[config.mk]
export PLATFORM = sky130hd
export DESIGN_NAME = psk_mod_gen
export DESIGN_NICKNAME = d
export VERILOG_FILES = /design/src/rtl/psk_mod_gen.sv
export SDC_FILE = /design/constraint.sdc
export NUM_CORES = 1
export LEC_CHECK = 0
export ABC_AREA = 1
export ABC_CLOCK_PERIOD_IN_PS = 3000
export BUFFER_PORTS_ARGS = -buffer_cell sky130_fd_sc_hd__buf_2
export CORE_MARGIN = 4
export CORE_UTILIZATION = 24
export CTS_BUF_LIST = sky130_fd_sc_hd__clkbuf_2 sky130_fd_sc_hd__clkbuf_4 sky130_fd_sc_hd__clkbuf_8
export CTS_CLUSTER_SIZE = 8
export DETAILED_ROUTE_END_ITERATION = 10
export GPL_TIMING_DRIVEN = 0
export SLEW_MARGIN = 10
export SYNTH_ARGS = -nofsm -noshare
export SYNTH_HDL_FRONTEND = slang
export SYNTH_SLANG_ARGS = --single-unit
export TNS_END_PERCENT = 10
[constraint.sdc]
create_clock -name clk -period 3 [get_ports clk]
set_input_delay 0.45 -clock clk [delete_from_list [all_inputs] [get_ports clk]]
set_output_delay 0.45 -clock clk [all_outputs]
set_load 0.01 [all_outputs]
[src/rtl/psk_mod_gen.sv]
`default_nettype none
// ============================================================================
// psk_mod_gen : PRBS-15 driven BPSK/QPSK/8PSK Gray-mapped carrier modulator
// Revision    : 1.0
// ============================================================================
module psk_mod_gen #(
   parameter int          OUT_W        = 9,
   parameter int          PH_W         = 6,
   parameter int          CARRIER_STEP = 1,
   parameter int          SYM_LEN      = 64,
   parameter logic [14:0] SEED         = 15'h0001
) (
   input  logic                    clk,
   input  logic                    rst_n,
   input  logic                    en,
   input  logic [1:0]              mode,
   input  logic                    load_seed,
   input  logic [14:0]             seed,
   output logic signed [OUT_W-1:0] sample,
   output logic                    sample_valid,
   output logic                    sym_strobe,
   output logic [2:0]              sym_bits,
   output logic                    i_bit,
   output logic                    q_bit
);

   localparam int              LUT_N   = 1 << PH_W;
   localparam int              SC_W    = (SYM_LEN > 1) ? $clog2(SYM_LEN) : 1;
   localparam real             AMP     = real'((1 << (OUT_W - 1)) - 1);
   localparam real             TWO_PI  = 6.283185307179586;
   localparam logic [SC_W-1:0] SC_LAST = SC_W'(SYM_LEN - 1);
   localparam logic [PH_W-1:0] PH_STEP = PH_W'(CARRIER_STEP);
   localparam logic [1:0]      M_BPSK  = 2'b00;
   localparam logic [1:0]      M_QPSK  = 2'b01;
   localparam logic [1:0]      M_8PSK  = 2'b10;

   // Sine table, rounded half away from zero, built at elaboration
   logic signed [OUT_W-1:0] lut [LUT_N];
   for (genvar k = 0; k < LUT_N; k++) begin : g_lut
      localparam real    VAL  = AMP * $sin(TWO_PI * real'(k) / real'(LUT_N));
      localparam integer IVAL = (VAL >= 0.0) ? $rtoi(VAL + 0.5) : -$rtoi(0.5 - VAL);
      assign lut[k] = OUT_W'(IVAL);
   end

   logic [14:0]     lfsr;
   logic [PH_W-1:0] acc;
   logic [SC_W-1:0] sc;
   logic [1:0]      act_mode;
   logic [PH_W-1:0] offset;

   logic [14:0]     step1, step2, step3, draw_lfsr;
   logic [1:0]      new_mode, cur_mode;
   logic [2:0]      draw_bits, draw_idx, cur_bits;
   logic [PH_W-1:0] new_off, cur_off, addr;
   logic            start, cur_i, cur_q;

   always_comb begin
      step1     = {lfsr[13:0],  lfsr[14]  ^ lfsr[13]};
      step2     = {step1[13:0], step1[14] ^ step1[13]};
      step3     = {step2[13:0], step2[14] ^ step2[13]};
      new_mode  = (mode == 2'b11) ? M_QPSK : mode;
      draw_bits = {1'b0, lfsr[14:13]};
      draw_lfsr = step2;
      draw_idx  = {lfsr[14], lfsr[14] ^ lfsr[13], 1'b1};
      // Bits drawn are lfsr[14], lfsr[13], lfsr[12] in draw order; the
      // index is the Gray-decoded constellation point in eighths of a turn.
      case (new_mode)
         M_BPSK: begin
            draw_bits = {2'b00, lfsr[14]};
            draw_lfsr = step1;
            draw_idx  = {lfsr[14], 2'b00};
         end
         M_8PSK: begin
            draw_bits = lfsr[14:12];
            draw_lfsr = step3;
            draw_idx  = {lfsr[14], lfsr[14] ^ lfsr[13], lfsr[14] ^ lfsr[13] ^ lfsr[12]};
         end
         default: begin
            draw_bits = {1'b0, lfsr[14:13]};
            draw_lfsr = step2;
            draw_idx  = {lfsr[14], lfsr[14] ^ lfsr[13], 1'b1};
         end
      endcase
      new_off  = PH_W'(draw_idx) << (PH_W - 3);
      start    = en && (sc == '0);
      cur_mode = start ? new_mode  : act_mode;
      cur_bits = start ? draw_bits : sym_bits;
      cur_off  = start ? new_off   : offset;
      addr     = acc + cur_off;
      cur_i    = cur_bits[1];
      cur_q    = 1'b0;
      case (cur_mode)
         M_BPSK:  cur_i = cur_bits[0];
         M_8PSK:  cur_i = cur_bits[2];
         default: begin
            cur_i = cur_bits[1];
            cur_q = cur_bits[0];
         end
      endcase
   end

   always_ff @(posedge clk or negedge rst_n) begin
      if (!rst_n) begin
         lfsr         <= SEED;
         acc          <= '0;
         sc           <= '0;
         act_mode     <= M_BPSK;
         offset       <= '0;
         sample       <= '0;
         sample_valid <= 1'b0;
         sym_strobe   <= 1'b0;
         sym_bits     <= '0;
         i_bit        <= 1'b0;
         q_bit        <= 1'b0;
      end else begin
         sample_valid <= en;
         sym_strobe   <= start;
         // A reload wins over the draw, but the draw still uses the old state
         if (load_seed)
            lfsr <= (seed == '0) ? 15'h0001 : seed;
         else if (start)
            lfsr <= draw_lfsr;
         if (en) begin
            acc      <= acc + PH_STEP;
            sc       <= (sc == SC_LAST) ? '0 : sc + SC_W'(1);
            act_mode <= cur_mode;
            offset   <= cur_off;
            sample   <= lut[addr];
            sym_bits <= cur_bits;
            i_bit    <= cur_i;
            q_bit    <= cur_q;
         end
      end
   end

endmodule
`default_nettype wire

Word level (Yosys, flattened, before mapping) --
Memory sizes are Yosys's and may differ from the RTL's. A register that Yosys moved wholly into a read port is not among the register bits. Cells that the tools add are included.
Operators by class: add/subtract/negate cells 3, $mul 0, divide/modulo/power cells 0, order comparisons 0, eq/ne operators 4, shift-type cells 0, multiplexer cells 13, bitwise logic cells 5, reductions and logical operators 8
Operators with widths (number):
- 15-bit two-way mux | 3
- 15-bit case mux with 2 select lines | 1
- 15-bit zero test | 1
- 6-bit by 1-bit adder with 6-bit output (second input constant) | 2
- 6-bit two-way mux | 2
- 6-bit inverter with 7-bit output | 1
- 6-bit adder | 1
- 2-bit equality test (second input constant) | 3
- 6-bit equality test (second input constant) | 1
- 6-bit zero test | 1
- 3-bit case mux with 2 select lines | 1
- 2-bit zero test | 2
- 2-bit two-way mux | 2
- 2-bit case mux with 2 select lines | 1
- 1-bit XOR | 4
- 3-bit two-way mux | 1
- 1-bit case mux with 2 select lines | 1
- 2-bit nonzero test | 1
- 2-bit OR reduction | 1
- 1-bit logical AND | 1
- 1-bit zero test | 1
- 1-bit two-way mux | 1
Word-level totals: flip-flop bits (word level) 42, bits in latches 0, RAM bits 0, bits in read-only memories 576, bits of input ports 21, output and inout port bits 16, word-level logic and storage cells 44, memories kept 1
Memories:
- (name not given) | words 64, bits a word 9, rd ports 1, clocked after Yosys merged registers in 1, wr ports 0, RTL line 128 | sample <= lut[addr];

Logic depth before layout (Yosys ltp) --
word-level depth 7, gate-level depth with buffers 25, depth with buffers taken out 24

Worst setup path before layout --
OpenSTA, ideal clock, no wires.
kind flip-flop to flip-flop, start point register sc[0], end point register sample[3], setup time 0.117 ns, arrival 2.601 ns, required time 2.883 ns, path slack 0.282 ns, stages on the path, launching flop included 26, path buffers 1, period minus slack after synthesis 2.718 ns, cell sequence dfrtp_1 > inv_1 > ha_1 > inv_1 > nor2_1 > nand2_2 > buf_4 > nand2_1 > inv_1 > ha_1 > inv_1 > nand2_1 > nand2_1 > ha_1 > nor2_1 > inv_1 > nand3_1 > nand2_1 > nand2_1 > nand2_1 > nand2_1 > nand2_1 > nand2_1 > nand2_1 > nand2_1 > nand2_1
On the way: longest elaborated chain between the ends 5
RTL lines:
- start: declaration | RTL line 47 | logic [SC_W-1:0] sc;
- start signal: assignment | RTL line 125 | sc <= (sc == SC_LAST) ? '0 : sc + SC_W'(1);
- 6-bit zero test | RTL line 85 | start = en && (sc == '0);
- 1-bit logical AND | RTL line 85
- 6-bit two-way mux | RTL line 88 | cur_off = start ? new_off : offset;
- via cur_off[1] | RTL line 54 | logic [PH_W-1:0] new_off, cur_off, addr;
- 6-bit adder | RTL line 89 | addr = acc + cur_off;
- 6-bit inverter with 7-bit output (not written as such) | RTL line 128
- end: declaration | RTL line 19 | output logic signed [OUT_W-1:0] sample,
The timed path passes the listed nets, and every way through them passes these cells. A chain may end at the register's enable or synchronous reset.

Worst setup path after layout --
start point register sc[0], end point register sample[2]
Same word-level chain as after synthesis.

==> reports/results.ini <==
[global_routing]
grt_use_total_pct = 11.4
grt_max_degree = 52
grt_pass1_vias = 3621
antenna_found_initial = 0
overflow = 0
grt_pass1_wl_um = 17100

[placement]
portBuffers = 36
gp_congestion = 0.892
dp_hpwl_um = 7480

[layout]
nNetsFinal = 655
final_util_pct = 29.9
final_common_cell = nand2_1
most-common-layout-cells = nand2_1, inv_1, nand3_1
antenna_cells = 0
syn_to_final_growth_pct = 22.0
fill_cells = 1678
drive_above_1_share_pct = 18.9

[worst_setup_path]
critPathKind = reg2reg
endpoint_kind = flip-flop
reg2reg_from = sc[0]$_DFFE_PN0P_
startpoint_type = flip-flop
critPathRequiredTime_ns = 3.20
critPathMaxFanout = 10
arrival_ns = 3.00
crit_path_start = sc[0]$_DFFE_PN0P_

[power]
p_leak_uw = 0.00246
vdd_drop_max_v = 0.000363
p_int_uw = 2370
seq_power_share_pct = 22.3
p_switching_uw = 2360
pwr-share-clk_pct = 10.7
powerDensity_nw_per_um2 = 1040
total_power_uw = 4740
comb_power_share_pct = 67.0
switching_share_pct = 49.9

[timing]
worst_slew_pin_slew_ns = 0.648
max_clock_freq_mhz = 357
hold_ws_ns = 0.154
finalSetupViolCount = 0
report.final.slew_viol_count = 0
fin_crit_ns = 2.80
clock_skew_ns = 0.0145
relSlewSlack_pct = 56.8
hold_viol_final = 0
rsz0062_at_grt = true
timing.final.crit_share_pct = 93.5

[floorplan]
design.die.area_um2 = 17600
die_h_um = 133
fp-row-count = 45
die_w_um = 133
num_io_pins = 37
initial_core_util_pct = 24.5
core_area_um2 = 15200

[clock_tree]
cts_sinks = 51
cts_hold_buf = 0
tritoncts = built
clockBufferDepth = 2
numCtsBuffers = 5
clk_latency_ns = 0.32
clk_pin_slew_ns = 0.10
htree_levels = 2
clock-root-buffer = clkbuf_8

[logic_synthesis]
syn_nets = 600
synth-async-reset-ratio_pct = 100
synth_top_family_by_area = simple AND/OR/NAND/NOR gates
avgSynthCellArea_um2 = 6.63
synth.distinct_cells = 35
synth_xor_area_share_pct = 1.88
syn_inst = 562
synth_fa_ha_area_share_pct = 5.71
synth_seq_cells = 51
synth_top_flop_cell = dfrtp_1
muxShareOfSynthArea_pct = 0
yosysSeqAreaShare_pct = 34.3
syn_area_um2 = 3720
synthSimpleGateAreaFrac_pct = 36.5
synth_compound_area_share_pct = 12.1
ys_warn_count = 0
synth_edf_count = 0

[route]
drc = 0
ant_nets = 0
routed_wl_um = 10100
first_iter_violations = 421
dr_total_vias = 3791
avgViaCountPerCell = 4.70
routedWlPerCell_um = 12.5
drt_pass1_iterations = 5

[job]
max_cap_viol_count = 0

[status]
status = complete, no violations

[worst_hold_path]
hold_path_class = in2async

-- critical path, stage by stage, from the launching register on --
cell	delay, ns
dfrtp_1	0.41
inv_2	0.06
ha_1	0.13
inv_1	0.04
nor2_2	0.13
nand2_2	0.11
buf_8	0.16
buf_4	0.14
o31ai_2	0.25
ha_1	0.29
nand3b_1	0.21
nand2_4	0.14
buf_4	0.20
nand3_1	0.09
nand2_1	0.09
nand2_1	0.06
nand3_1	0.11
nand2_1	0.07
-- cells by family (layout without fill, tap and decap cells) --
family / after synthesis / in the layout
and+or+nand+nor: 329 / 329
DFF: 51 / 51
adders and majority gates: 17 / 17
xor gates and xnor gates: 8 / 8
AOI/OAI and AO/OA: 74 / 74
buffers and inverters: 83 / 139
-- registers in the layout (all words and copies together), names as in the netlist --
register      cells
lfsr             15
sample            9
acc               6
offset            6
sc                6
sym_bits          3
act_mode          2
i_bit             1
q_bit             1
sample_valid      1
sym_strobe        1
-- cell type report --
| class | instances | area [um2] | share of cell area [%] |
|---|---|---|---|
| clock inverter | 3 | 47.5 | 1.05 |
| multi-input combinational | 428 | 2270 | 49.9 |
| sequential | 51 | 1280 | 28.1 |
| buffer | 17 | 119 | 2.62 |
| clock buffer | 5 | 68.8 | 1.51 |
| tap | 188 | 235 | 5.18 |
| inverter | 66 | 254 | 5.59 |
| timing repair buffer | 48 | 273 | 6.00 |
-- path summary, 6_finish.rpt --
| check | endpoint | slack (ns) | depth (start not counted) |
|---|---|---|---|
| worst max-delay path | sample[2]$_DFFE_PN0P_ | 0.20 | 17 |
| worst min-delay path | sc[4]$_DFFE_PN0P_ | 0.15 | 1 |
| worst max register to register | sample[2]$_DFFE_PN0P_ | 0.20 | 17 |
| worst min register to register | offset[2]$_DFFE_PN0P_ | 0.47 | 2 |
| max in group asynchronous | sample[6]$_DFFE_PN0P_ | 2.41 | 1 |
| min in group clk | sample_valid$_DFF_PN0_ | 0.27 | 1 |
-- metrics by stage --
step | instances | setup slack (ns) | instance area (um2) | setup TNS (ns)
after detailed placement | 786 | -0.134 | 4140 | -0.550
after global placement | 786 | -0.111 | 4140 | -0.362
after global routing | 806 | -0.0223 | 4540 | -0.0652
after CTS | 795 | -0.00882 | 4300 | -0.00882
final | 806 | 0.196 | 4540 | 0
after floorplan | 562 | 0.282 | 3720 | 0
-- timing repair --
| action | in CTS | in global routing |
|---|---|---|
| pin swaps | 1 | 9 |
| setup buffers | 1 | 11 |
| resized for setup | 7 | 42 |
| setup endpoints to repair | 8 | 9 |
-- per-layer routing --
layer | vias to the layer above | track usage (%) | wire (um)
li1 | 1921 | - | -
met1 | 1737 | 15.5 | 4790
met2 | 116 | 18.4 | 4600
met3 | 17 | 1.33 | 472
met4 | 0 | 4.50 | 235
met5 | - | 0 | 0
-- cells in the mapped netlist (3+ instances only) --
| master | n | area share, % |
|---|---|---|
| nand2_1 | 231 | 23 |
| inv_1 | 64 | 6.5 |
| nand3_1 | 56 | 7.5 |
| dfrtp_1 | 50 | 34 |
| o21ai_0 | 25 | 3.4 |
| nor2_1 | 24 | 2.4 |
| a21oi_1 | 20 | 2.7 |
| ha_1 | 17 | 5.7 |
| a221oi_1 | 9 | 2.1 |
| clkbuf_1 | 7 | 0.71 |
| xor2_1 | 7 | 1.6 |
| nand2_2 | 6 | 1.0 |
| o22ai_1 | 6 | 1.0 |
| buf_4 | 4 | 0.81 |
| o31ai_1 | 4 | 0.81 |
| a22oi_1 | 3 | 0.60 |
| buf_2 | 3 | 0.40 |
| buf_6 | 3 | 0.91 |
| nor4_1 | 3 | 0.50 |
-- power by group through the flow --
stage | Combinational [uW] | Clock, uW | Sequential [uW]
after CTS | 2890 | 524 | 1050
after global routing | 3620 | 548 | 1090
after detailed placement | 2820 | 0 | 1050
after floorplan | 2120 | 0 | 1060
final | 3170 | 506 | 1060
after global placement | 2830 | 0 | 1050
Note: power is estimated with default switching activity, not from simulation.
